==> config.mk <==
export PLATFORM = sky130hd
export DESIGN_NAME = enemy_sprite_engine
export DESIGN_NICKNAME = d
export VERILOG_FILES = /design/src/rtl/enemy_sprite_engine.sv
export SDC_FILE = /design/constraint.sdc
export NUM_CORES = 1
export LEC_CHECK = 0
export CELL_PAD_IN_SITES_DETAIL_PLACEMENT = 0
export CELL_PAD_IN_SITES_GLOBAL_PLACEMENT = 1
export CORE_MARGIN = 2
export CORE_UTILIZATION = 42
export DETAILED_ROUTE_END_ITERATION = 16
export PLACE_DENSITY = 0.82
export SLEW_MARGIN = 10
export SYNTH_ARGS = -nofsm -noshare
export SYNTH_HDL_FRONTEND = slang
export SYNTH_SLANG_ARGS = --single-unit
export TNS_END_PERCENT = 10
==> constraint.sdc <==
create_clock -name pixel_clk_in -period 4.18 [get_ports pixel_clk_in]
set_clock_uncertainty 0.05 [all_clocks]
set_input_delay 0.836 -clock pixel_clk_in [delete_from_list [all_inputs] [get_ports pixel_clk_in]]
set_output_delay 0.836 -clock pixel_clk_in [all_outputs]
set_load 0.05 [all_outputs]
==> src/rtl/enemy_sprite_engine.sv <==
// Enemy sprite engine: a small table of enemy slots is hit-tested against the
// current raster position. The winning slot's pixel is looked up in an image
// ROM and then a palette ROM, with a fixed 5-cycle latency from hcount/vcount
// to the colour and hit outputs. A frame counter steps the sprite animation.
module enemy_sprite_engine #(
  parameter int          NUM_ENEMIES       = 4,
  parameter int          WIDTH             = 16,
  parameter int          HEIGHT            = 16,
  parameter int          NUM_FRAMES        = 3,
  parameter int          FRAME_PERIOD      = 30,
  parameter logic [7:0]  TRANSPARENT_INDEX = 8'd0,
  parameter logic [23:0] BG_COLOR          = 24'h9290FF,
  localparam int         IDX_W             = (NUM_ENEMIES > 1) ? $clog2(NUM_ENEMIES) : 1
) (
  input  logic             pixel_clk_in,
  input  logic             rst_in,
  input  logic [10:0]      hcount_in,
  input  logic [9:0]       vcount_in,
  input  logic             frame_start_in,
  input  logic             pos_we_in,
  input  logic [IDX_W-1:0] pos_idx_in,
  input  logic [10:0]      pos_x_in,
  input  logic [9:0]       pos_y_in,
  input  logic             alive_in,
  output logic [7:0]       red_out,
  output logic [7:0]       green_out,
  output logic [7:0]       blue_out,
  output logic             hit_valid_out,
  output logic [IDX_W-1:0] hit_idx_out
);

  localparam int ADDR_W = $clog2(WIDTH * HEIGHT * NUM_FRAMES);
  localparam int FR_W   = (NUM_FRAMES > 1) ? $clog2(NUM_FRAMES) : 1;
  localparam int TICK_W = (FRAME_PERIOD > 1) ? $clog2(FRAME_PERIOD) : 1;

  // Sprite image content: every pixel whose low address bits equal 5 is
  // transparent, the rest carry a non-zero index that encodes the frame.
  function automatic logic [7:0] img_rom(input logic [ADDR_W-1:0] a);
    logic [9:0] a10;
    a10 = 10'(a);
    if (a10[2:0] == 3'd5) return 8'h00;
    return {a10[9:8] + 2'd1, a10[7:6] ^ a10[5:4], a10[3:0]};
  endfunction

  // Palette content: a fixed colour derived from the index.
  function automatic logic [23:0] pal_rom(input logic [7:0] i);
    return {i, ~i, i ^ 8'hA5};
  endfunction

  logic [10:0]            x_q [NUM_ENEMIES];
  logic [9:0]             y_q [NUM_ENEMIES];
  logic [NUM_ENEMIES-1:0] alive_q;
  logic [4:0]             idx_ext;
  logic [TICK_W-1:0]      tick_q, tick_d;
  logic [FR_W-1:0]        frame_q, frame_d;

  logic                   hit_d;
  logic [IDX_W-1:0]       win_d;
  logic [10:0]            dx_d;
  logic [9:0]             dy_d;
  logic [ADDR_W-1:0]      addr_d;

  logic                   vld_p1_q, vld_p2_q, vld_p3_q, vld_p4_q, vld_p5_q;
  logic [IDX_W-1:0]       idx_p1_q, idx_p2_q, idx_p3_q, idx_p4_q, idx_p5_q;
  logic [ADDR_W-1:0]      addr_p1_q;
  logic [7:0]             img_p2_q, img_p3_q;
  logic [23:0]            pal_p4_q, pal_p5_q;

  assign idx_ext = 5'(pos_idx_in);

  // Slot table: cleared on reset, out-of-range slot writes dropped.
  always_ff @(posedge pixel_clk_in) begin
    if (rst_in) begin
      for (int i = 0; i < NUM_ENEMIES; i++) begin
        x_q[i] <= '0;
        y_q[i] <= '0;
      end
      alive_q <= '0;
    end else if (pos_we_in && (idx_ext < 5'(NUM_ENEMIES))) begin
      x_q[pos_idx_in]     <= pos_x_in;
      y_q[pos_idx_in]     <= pos_y_in;
      alive_q[pos_idx_in] <= alive_in;
    end
  end

  // Animation step: tick counts video frames, frame advances on tick wrap.
  always_comb begin
    tick_d  = tick_q;
    frame_d = frame_q;
    if (frame_start_in) begin
      if (tick_q == TICK_W'(FRAME_PERIOD - 1)) begin
        tick_d  = '0;
        frame_d = (frame_q == FR_W'(NUM_FRAMES - 1)) ? '0 : frame_q + 1'b1;
      end else begin
        tick_d = tick_q + 1'b1;
      end
    end
  end

  // Animation state register.
  always_ff @(posedge pixel_clk_in) begin
    if (rst_in) begin
      tick_q  <= '0;
      frame_q <= '0;
    end else begin
      tick_q  <= tick_d;
      frame_q <= frame_d;
    end
  end

  // Hit test: walk from highest to lowest slot so the lowest covering index
  // wins; bounds are compared one bit wider so x+WIDTH never wraps.
  always_comb begin
    hit_d = 1'b0;
    win_d = '0;
    dx_d  = '0;
    dy_d  = '0;
    for (int i = NUM_ENEMIES - 1; i >= 0; i--) begin
      if (alive_q[i] &&
          ({1'b0, hcount_in} >= {1'b0, x_q[i]}) &&
          ({1'b0, hcount_in} <  ({1'b0, x_q[i]} + 12'(WIDTH))) &&
          ({1'b0, vcount_in} >= {1'b0, y_q[i]}) &&
          ({1'b0, vcount_in} <  ({1'b0, y_q[i]} + 11'(HEIGHT)))) begin
        hit_d = 1'b1;
        win_d = IDX_W'(i);
        dx_d  = hcount_in - x_q[i];
        dy_d  = vcount_in - y_q[i];
      end
    end
    addr_d = ADDR_W'((32'(frame_q) * 32'(HEIGHT) + 32'(dy_d)) * 32'(WIDTH) + 32'(dx_d));
  end

  // Pipeline control: covered flag through p3, covered-and-opaque in p4/p5.
  always_ff @(posedge pixel_clk_in) begin
    if (rst_in) begin
      vld_p1_q <= 1'b0;
      vld_p2_q <= 1'b0;
      vld_p3_q <= 1'b0;
      vld_p4_q <= 1'b0;
      vld_p5_q <= 1'b0;
    end else begin
      vld_p1_q <= hit_d;
      vld_p2_q <= vld_p1_q;
      vld_p3_q <= vld_p2_q;
      vld_p4_q <= vld_p3_q && (img_p3_q != TRANSPARENT_INDEX);
      vld_p5_q <= vld_p4_q;
    end
  end

  // Pipeline data: address, image ROM (2 cycles), palette ROM (2 cycles).
  always_ff @(posedge pixel_clk_in) begin
    // p1: hit test result and image address
    idx_p1_q  <= win_d;
    addr_p1_q <= addr_d;
    // p2/p3: image ROM read and output registers
    idx_p2_q  <= idx_p1_q;
    img_p2_q  <= img_rom(addr_p1_q);
    idx_p3_q  <= idx_p2_q;
    img_p3_q  <= img_p2_q;
    // p4/p5: palette ROM read and output registers
    idx_p4_q  <= idx_p3_q;
    pal_p4_q  <= pal_rom(img_p3_q);
    idx_p5_q  <= idx_p4_q;
    pal_p5_q  <= pal_p4_q;
  end

  assign {red_out, green_out, blue_out} = vld_p5_q ? pal_p5_q : BG_COLOR;
  assign hit_valid_out = vld_p5_q;
  assign hit_idx_out   = vld_p5_q ? idx_p5_q : '0;

endmodule
After elaboration in Yosys (flattened, before gate mapping)
Memory sizes are Yosys's and may differ from the RTL's.
Index checks and enable logic that the tools add are counted.

storage, ports and cells
  bits of input ports = 49
  bits in registers = 100
  logic and storage cells = 127
  memories kept = 2
  ROM bits = 0
  bits in writable memories = 84
  latch bits = 0
  output and inout port bits = 27

memories
  memory  depth  bits a word  read ports  clocked after memory_dff  write ports  RTL line  text
  x_q     4      11           4           0                         4            50        logic [10:0] x_q [NUM_ENEMIES];
  y_q     4      10           4           0                         4            51        logic [9:0] y_q [NUM_ENEMIES];

cells by class
  $lt $le $gt $ge = 19
  shifts and indexed selects = 0
  muxes and demuxes = 36
  reductions and logical operators = 24
  equality and inequality tests = 3
  divide/modulo/power cells = 0
  $mul = 0
  $add $sub $neg = 21
  bitwise logic cells = 3

operator list
  operator               number
  $mux 10                5
  $add 11x5->12 const B  4
  $lt 11x12->1           4
  $add 10x5->11 const B  4
  $ge 11x11->1           4
  $lt 10x11->1           4
  $ge 10x10->1           4
  $sub 10x10->10         4
  $mux 24                1
  $mux 6                 4
  $sub 6x6->6            4
  $logic_and 1x1->1      19
  $mux 8                 2
  $mux 1                 14
  $mux 2                 6
  $mux 11                1
  $reduce_or 11->1       1
  $add 10x10->10         1
  $reduce_or 10->1       1
  $not 8->8              1
  $reduce_bool 8->1      1
  $add 6x6->6            1
  $lt 2x3->1 const B     2
  $add 5x1->5 const B    1
  12 further kinds       13

Depth between registers and ports, before layout
Gate-level depths: netlist (run 1).
An unclocked memory read counts as a cell.

  word-level depth = 12
  depth in mapped cells = 23
  gate-level depth less buffers = 22

Worst setup path after synthesis (run 1)
Ideal clock, no wire load.

  path kind = input-to-reg
  start point = input hcount_in[0]
  end point = register addr_p1_q[9]
  path buffers = 0
  required time = 4009 ps
  setup time = 121 ps
  path slack = -369 ps
  arrival = 4378 ps
  stages = 21
  cells stage by stage = inv_1 > ha_1 > inv_1 > fa_1 > a211oi_1 > nor3_1 > o41ai_1 > a21oi_1 > nor4b_4 > nand2_1 > o22ai_1 > nor2_1 > a211o_1 > o31ai_1 > ha_1 > a21o_1 > a21oi_1 > o21bai_1 > a21oi_1 > xnor2_1 > xnor2_1

between the ends
  longest elaborated chain between the ends = 11
  elaborated cells between the ends (all ways) = 38
  classes of those cells = add/sub (6); order compare (8); mux (8); reduce/logical (16)

RTL lines
  what                  RTL line  text
  from (decl)           17        input logic [10:0] hcount_in,
  $ge 11x11->1          120       ({1'b0, hcount_in} >= {1'b0, x_q[i]}) &&
  $logic_and 1x1->1     119       if (alive_q[i] &&
  $logic_and 1x1->1     120
  $logic_and 1x1->1     121       ({1'b0, hcount_in} < ({1'b0, x_q[i]} + 12'(WIDTH))) &&
  $logic_and 1x1->1     122       ({1'b0, vcount_in} >= {1'b0, y_q[i]}) &&
  $mux 6 (4 in series)  119
  $add 6x6->6           130       addr_d = ADDR_W'((32'(frame_q) * 32'(HEIGHT) + 32'(dy_d)) * 32'(WIDTH) + 32'(dx_d));
  $add 10x10->10 *      130
  net addr_d[9]         61        logic [ADDR_W-1:0] addr_d;
  to (signal assigned)  154       addr_p1_q <= addr_d;
  to (decl)             65        logic [ADDR_W-1:0] addr_p1_q;

The timed path passes the listed nets; every way through them passes the cells marked *.
A chain may end at the register's enable or synchronous reset.

Worst setup path after layout (run 1)
  start point = input vcount_in[2]
  end point = register addr_p1_q[8]

between the ends
  longest elaborated chain between the ends = 9
  elaborated cells between the ends (all ways) = 30
  classes of those cells = add/sub (6); order compare (8); mux (8); reduce/logical (8)

RTL lines
  what                  RTL line  text
  from (decl)           18        input logic [9:0] vcount_in,
  $ge 10x10->1          122
  $logic_and 1x1->1     121
  $logic_and 1x1->1     122
  $mux 6 (4 in series)  119
  $add 6x6->6           130
  $add 10x10->10 *      130
  net addr_d[8]         61

Marks and branches as above.

==> results of run 1 <==
==> flip-flops by register name, summed over array words and instances (netlist names) <==
name,flops
x_q,44
y_q,40
pal_p4_q,16
pal_p5_q,16
addr_p1_q,10
img_p2_q,8
img_p3_q,8
tick_q,5
alive_q,4
frame_q,2
idx_p1_q,2
idx_p2_q,2
idx_p3_q,2
idx_p4_q,2
idx_p5_q,2
hit_valid_out,1
vld_p1_q,1
vld_p2_q,1
vld_p3_q,1
vld_p4_q,1
==> metal layers <==
| layer | global-route usage [%] | vias to the layer above |
|---|---|---|
| met5 | 0 | - |
| met4 | 7.146 | 0 |
| met3 | 2.788 | 48 |
| met2 | 35.25 | 179 |
| met1 | 28.76 | 4298 |
| li1 | - | 4696 |
==> cells by family (layout without fill, tap and decap cells) <==
| logic type | count (synthesis) | after routing |
|---|---|---|
| XOR/XNOR | 92 | 92 |
| flip-flops | 168 | 168 |
| buffers and inverters | 161 | 484 |
| adder cells (fa/ha/maj) | 161 | 161 |
| multiplexers | 10 | 10 |
| AND/OR/NAND/NOR | 336 | 336 |
| AO/OA/AOI/OAI | 231 | 231 |
==> stage by stage <==
step / cells / TNS (ns) / setup slack [ns] / hold WS (ns)
finish: 1817 / -0.5857 / -0.2014 / 0.2741
detailed placement: 1770 / -3.258 / -0.9407 / 0.2621
global route: 1817 / -1.160 / -0.3666 / 0.2818
CTS: 1816 / -0.3653 / -0.1613 / 0.2760
floorplan: 1159 / -0.1726 / -0.09655 / 0.2596
global placement: 1770 / -3.024 / -0.7996 / 0.2605
==> cell usage after synthesis, drive strengths merged (8+ instances only) <==
cell / n / share of area, %
ha: 152 / 17
inv: 135 / 4.6
nor2: 115 / 3.9
dfxtp: 84 / 15
edfxtp: 84 / 23
xnor2: 68 / 5.4
a21oi: 63 / 2.9
o21ai: 55 / 2.5
nand2: 52 / 1.8
nand3: 44 / 2.0
nand2b: 24 / 1.4
xor2: 24 / 1.9
nor2b: 22 / 1.2
clkbuf: 19 / 0.65
a21o: 18 / 1.2
nor3: 17 / 0.92
and2: 15 / 0.85
nand4: 14 / 0.80
o21a: 12 / 0.82
o221ai: 11 / 0.87
and3: 10 / 0.57
mux2i: 10 / 0.91
a211oi: 9 / 0.61
fa: 9 / 1.6
o211ai: 9 / 0.61
nor4: 8 / 0.51
==> worst max-delay path: stages <==
cell	delay (ns)
clkdlybuf4s50_1	0.46
ha_1	0.34
a21oi_2	0.17
a21oi_1	0.11
o31ai_2	0.22
a21oi_1	0.09
buf_4	0.17
or4_4	0.57
nand2_4	0.11
buf_6	0.13
o221ai_1	0.12
a31o_1	0.23
ha_2	0.17
buf_4	0.13
fa_2	0.34
a21o_1	0.17
a21oi_2	0.16
xnor2_1	0.14
==> layout make-up <==
class / instances / area (um^2) / share of cell area [%]
repair buffers: 317 / 2629 / 17.72
flip-flops and latches: 168 / 4204 / 28.34
well taps: 335 / 419.2 / 2.826
inverters: 135 / 523.0 / 3.526
clock inverters: 12 / 148.9 / 1.004
clock buffers: 20 / 479.2 / 3.231
multi-input cells: 830 / 6429 / 43.34
==> cells in the final DEF (no fill, tap or decap), drive strengths merged, types with 4 or more instances in the layout <==
cell and n:
a211oi 9, o21a 12, and2 15, o221ai 11, a2111oi 4, nor2b 22
a21oi 63, nor2 115, o21bai 5, clkdlybuf4s50 68, o211ai 9, clkbuf 20
a21boi 4, nand3b 4, inv 141, xnor2 68, xor2 24, nor3 17
nand3 44, nand2 52, dlygate4sd2 6, o21ai 55, mux2i 10, dfxtp 84
buf 242, ha 152, fa 9, nor4 8, and3 10, o2111ai 5
a21o 18, nand2b 24, o31ai 7, clkinv 5, edfxtp 84, a31oi 4
nand4 14
==> where the power goes <==
part / switching (mW) / internal [mW] / total (mW)
Sequential: 0.0524 / 1.82 / 1.87
Combinational: 0.683 / 0.658 / 1.34
Clock: 0.761 / 0.878 / 1.64
==> path summary, 6_finish.rpt <==
kind / start / end / slack, ns / cells after the start
max: vcount_in[2] / addr_p1_q[8]$_DFF_P_ / -0.20 / 18
min reg2reg: pal_p4_q[18]$_DFF_P_ / pal_p5_q[18]$_DFF_P_ / 0.27 / 0
max reg2reg: x_q[2][5]$_SDFFCE_PN0P_ / addr_p1_q[8]$_DFF_P_ / -0.13 / 20
min: pal_p4_q[18]$_DFF_P_ / pal_p5_q[18]$_DFF_P_ / 0.27 / 0
==> what timing repair did <==
action	CTS	global route
pin swaps	38	19
buffers inserted	17	1
setup endpoints to repair	4	5
gates resized for setup	53	17
==> reports/results.ini, run 1 <==
[clocking]
clockBufferDepth = 2
cts_buffers = 17
clkTransAtPathRegs_ns = 0.07
cts_max_level = 4
cts_hold_buf = 0
clkSinkCount = 168
clk-insertion-delay-late_ns = 0.44
cts_tree = built
root_buffer = clkbuf_16

[detailed_routing]
wl_met2_mm = 13.30
drc_errors = 0
wl_mm = 29.00
wl_met3_um = 916
via_per_inst = 5.075
routed.top_layer = met4
dr.pass1.iters = 5
ant_nets = 0
drt-initial-drc-count = 600
vias = 9221
wl_met1_mm = 13.96
drt-wirelength-per-cell_um = 15.96

[outcome]
status = finished, violations left
violations = setup timing

[critical_path]
worstSetupPathType = in2reg
critPathRequiredTime_ns = 4.48
end_kind = register
worst-path-max-fanout = 6
cp.arrival_ns = 4.68
cp-start-kind = input pin

[yosys]
synth-main-ff-cell = edfxtp_1
postSynth.asyncResetShare_pct = 0
synth_cell_type_count = 70
synth-edff-count = 84
synthAdderAreaFrac_pct = 18.90
synth_mux_area_share_pct = 0.9087
synth_nets = 1369
yosysWarnings = 0
synthCells = 1159
synthSimpleGateAreaFrac_pct = 15.25
synth_top_family_by_area = adder cells
netlist_area_um2 = 11020
synthXorXnorAreaFrac_pct = 7.315
yosysSeqAreaShare_pct = 38.16
ys_seq_elements = 168
syn_area_per_cell_um2 = 9.504
synth_compound_area_share_pct = 13.74

[floorplanning]
dieHeight_um = 166.0
rows = 59
initial_core_util_pct = 42.51
chipWidth_um = 166.0
core_um2 = 25910
dieArea_um2 = 27540
io_pins = 76

[layout]
final_nets = 1679
nFillCells = 2278
drive_above_1_share_pct = 22.74
final_area_um2 = 14830
area_growth_pct = 34.64
n_antenna_cell = 0
final_util_pct = 57.24

[global_route]
grt_overflow = 0
grt_pass1_vias = 9121
track_usage_pct = 21.26
grt_max_degree = 25
antenna_found_initial = 0
grt_first_pass_wirelength_mm = 46.84

[placement]
globalplace.congestion = 0.8688
port-buffer-count = 75
dp_hpwl_mm = 22.43
placed_cell_area_um2 = 13870

[timing]
slew_viol_final = 0
worst-slew-pin-transition_ns = 0.6742
setup_viol = 4
period_minus_slack_ns = 4.381
setup_slack_ns = -0.2014
clock.fmax_ghz = 0.2282
rsz0062_at_grt = true
max_slew_margin_pct = 55.05
final_hold_viol_count = 0
finalCritPeriodShare_pct = 104.8

[pwr]
power.density_nw_per_um2 = 327.1
power_mw = 4.852
leakagePower_nw = 6.632
worst_ir_drop_vdd_uv = 237.6

[min_path]
hold_class = reg2reg

[job]
maxCapViolations = 0

Note: power is estimated with default switching activity, not from simulation.
==> inputs of run 2 (changes only) <==
--- a/config.mk
+++ b/config.mk
@@ -11,6 +11,7 @@
 export CORE_UTILIZATION = 42
 export DETAILED_ROUTE_END_ITERATION = 16
 export PLACE_DENSITY = 0.82
+export SETUP_SLACK_MARGIN = 0.15
 export SLEW_MARGIN = 10
 export SYNTH_ARGS = -nofsm -noshare
 export SYNTH_HDL_FRONTEND = slang
==> run 2 against run 1 <==
Against the previous run:
- via count grew 0.18%
- the run still ends with setup timing left
- worst hold slack lost 0.00052 ns
- first-iteration DRC count shrank 5.8%
- die area is the same
- critical endpoint is now addr_p1_q[9]$_DFF_P_
- power is essentially flat
- final cell count grew 0.17%
- largest cell class unchanged
- largest power group unchanged
- register-to-register slack is essentially flat
==> reports/results.ini, run 2 (same netlist as run 1, synthesis figures left out) <==
[outcome]
status = finished, violations left
violations = setup timing

[timing]
clock.fmax_ghz = 0.2282  ; about the same
finalCritPeriodShare_pct = 104.8  ; about the same
final_hold_viol_count = 0  ; unchanged
rsz0062_at_grt = true
setup_slack_ns = -0.2018  ; -0.0004310 ns
period_minus_slack_ns = 4.382  ; +0.0004310 ns
slew_viol_final = 0  ; unchanged
setup_tns_ns = -0.5019  ; +0.08380 ns
setup_viol = 4  ; unchanged
hold_slack_ns = 0.2736  ; -0.0005210 ns
max_slew_margin_pct = 56.00  ; +0.95 points
worst-slew-pin-transition_ns = 0.6600  ; -0.01427 ns

[layout]
final_nets = 1682  ; +0.18%
largest_reg_flops = 44  ; unchanged
area_growth_pct = 35.09
layout_common_cells = 230 x buf_4, 146 x ha_1, 128 x inv_1, 114 x nor2_1
largest-register = x_q
reg_top3 = x_q (44), y_q (40)
n_antenna_cell = 0  ; unchanged
final_cells = 1820  ; +0.17%
final_util_pct = 57.43  ; +0.19 points
final_area_um2 = 14880  ; +0.33%
layout_commonest_cell = buf_4
drive_above_1_share_pct = 22.83  ; +0.089 points

[floorplanning]
io_pins = 76  ; unchanged
core_um2 = 25910  ; unchanged
rows = 59  ; unchanged
chipWidth_um = 166.0  ; unchanged
dieHeight_um = 166.0  ; unchanged
initial_core_util_pct = 42.51  ; unchanged
dieArea_um2 = 27540  ; unchanged

[pwr]
power.density_nw_per_um2 = 326.4  ; -0.23%
worst_ir_drop_vdd_uv = 239.2  ; +0.68%
leakagePower_nw = 6.657  ; +0.38%

[critical_path]
cp.arrival_ns = 4.65  ; -0.03 ns
worst-path-max-fanout = 3  ; -3
max_stage_delay_ns = 0.58  ; about the same
end_kind = register
crit_chain = clkdlybuf4s50_1, ha_1, a21oi_2, a21oi_1, o31ai_2, a21oi_1, buf_4, or4_4, o22ai_4, nor2_1, a211o_1, o31ai_4, ha_1, a21o_1, a21oi_2, o21bai_1, a21oi_1, xnor2_1, xnor2_1
rrSetupSlack_ns = -0.13  ; about the same
critPathCapture = addr_p1_q[9]$_DFF_P_
cp-start-kind = input pin
crit_path_frequent_cell = a21oi_1
r2r_cells = 21  ; +5.0%
cp_slowest_cell = or4_4
critPathRequiredTime_ns = 4.45  ; -0.03 ns
r2r-start = x_q[2][5]$_SDFFCE_PN0P_
r2r_end = addr_p1_q[9]$_DFF_P_
worstSetupPathType = in2reg
crit_path_start = vcount_in[2]

[placement]
globalplace.congestion = 0.8688  ; unchanged
dp_hpwl_mm = 22.43  ; unchanged
placed_cell_area_um2 = 13870  ; unchanged
placed_cells = 1770  ; unchanged
port-buffer-count = 75  ; unchanged

[clocking]
cts_buffers = 17  ; unchanged
cts_hold_buf = 0  ; unchanged
cts_max_level = 4  ; unchanged
clk-insertion-delay-late_ns = 0.44  ; about the same
cts_tree = built
clkTransAtPathRegs_ns = 0.08  ; about the same
clkSinkCount = 168  ; unchanged
root_buffer = clkbuf_16
clockBufferDepth = 2  ; unchanged

[global_route]
grt_overflow = 0  ; unchanged
antenna_found_initial = 0  ; unchanged
track_usage_pct = 21.30  ; +0.046 points
grt_pass1_vias = 9129  ; +0.088%
grt_max_degree = 25  ; unchanged
grt_first_pass_wirelength_mm = 46.92  ; +0.16%

[detailed_routing]
vias = 9238  ; +0.18%
dr.pass1.iters = 5  ; unchanged
wl_mm = 29.10  ; +0.37%
drc_errors = 0  ; unchanged
drt-initial-drc-count = 565  ; -5.8%
drt-wirelength-per-cell_um = 15.99  ; +0.20%
via_per_inst = 5.076  ; about the same
ant_nets = 0  ; unchanged

[min_path]
hold_class = reg2reg

[job]
maxCapViolations = 0  ; unchanged

## run 2: cell types whose count changed in the layout (fill, tap and decap cells not counted), sizes merged
cell	previous run	this run
buf	242	245
## run 2: worst max-delay path, delay by kind of cell
family | cells | cell delay [ns]
buffers and inverters | 2 | 0.63
AO/OA/AOI/OAI | 11 | 1.70
adder cells (fa/ha/maj) | 2 | 0.61
XOR/XNOR | 2 | 0.24
AND/OR/NAND/NOR | 2 | 0.65
## run 2: worst min-delay path by stage
stage / endpoint / start / depth (start not counted) / slack, ns
after CTS: pal_p5_q[18]$_DFF_P_ / pal_p4_q[18]$_DFF_P_ / 0 / 0.28
after detailed placement: pal_p5_q[16]$_DFF_P_ / pal_p4_q[16]$_DFF_P_ / 0 / 0.26
after global routing: pal_p5_q[18]$_DFF_P_ / pal_p4_q[18]$_DFF_P_ / 0 / 0.28
final: pal_p5_q[18]$_DFF_P_ / pal_p4_q[18]$_DFF_P_ / 0 / 0.27
after global placement: pal_p5_q[17]$_DFF_P_ / pal_p4_q[17]$_DFF_P_ / 0 / 0.26
after floorplan: idx_p2_q[0]$_DFF_P_ / idx_p1_q[0]$_SDFF_PN0_ / 0 / 0.26
## run 2: where the power goes
part | internal, mW | switching [mW] | total, mW | leakage (nW)
sequential | 1.82 | 0.0525 | 1.87 | 1.51
combinational | 0.661 | 0.684 | 1.34 | 4.85
clock | 0.878 | 0.763 | 1.64 | 0.302
## run 2: what timing repair did
item | 4_1_cts | 5_1_grt
gates resized for setup | 56 | 17
cloned | 0 | 0
buffers inserted | 18 | 0
endpoints found under the setup margin | 5 | 5
pin swaps | 38 | 19
## run 2: routing by layer
metal | GRT usage, % | part of all wire, % | vias up
met5 | 0 | 0 | -
met4 | 7.297 | 2.8 | 0
met3 | 2.788 | 3.2 | 53
met2 | 35.32 | 46 | 201
met1 | 28.77 | 48 | 4282
li1 | - | - | 4702
## run 2: layout make-up
cell class | instances | area (um^2)
clock buffer | 20 | 479.2
tap | 335 | 419.2
inverter | 135 | 523.0
multi-input combinational | 830 | 6429
sequential | 168 | 4204
clock inverter | 12 | 148.9
timing repair buffer | 320 | 2678
fill | 2272 | 11030
## run 2: stage by stage
stage | worst slack, ns | total power, mW
global route | -0.3706 | 5.088
global placement | -0.7996 | 3.158
floorplan | -0.09655 | 2.595
finish | -0.2018 | 4.857
detailed placement | -0.9407 | 3.178
CTS | -0.1613 | 4.847
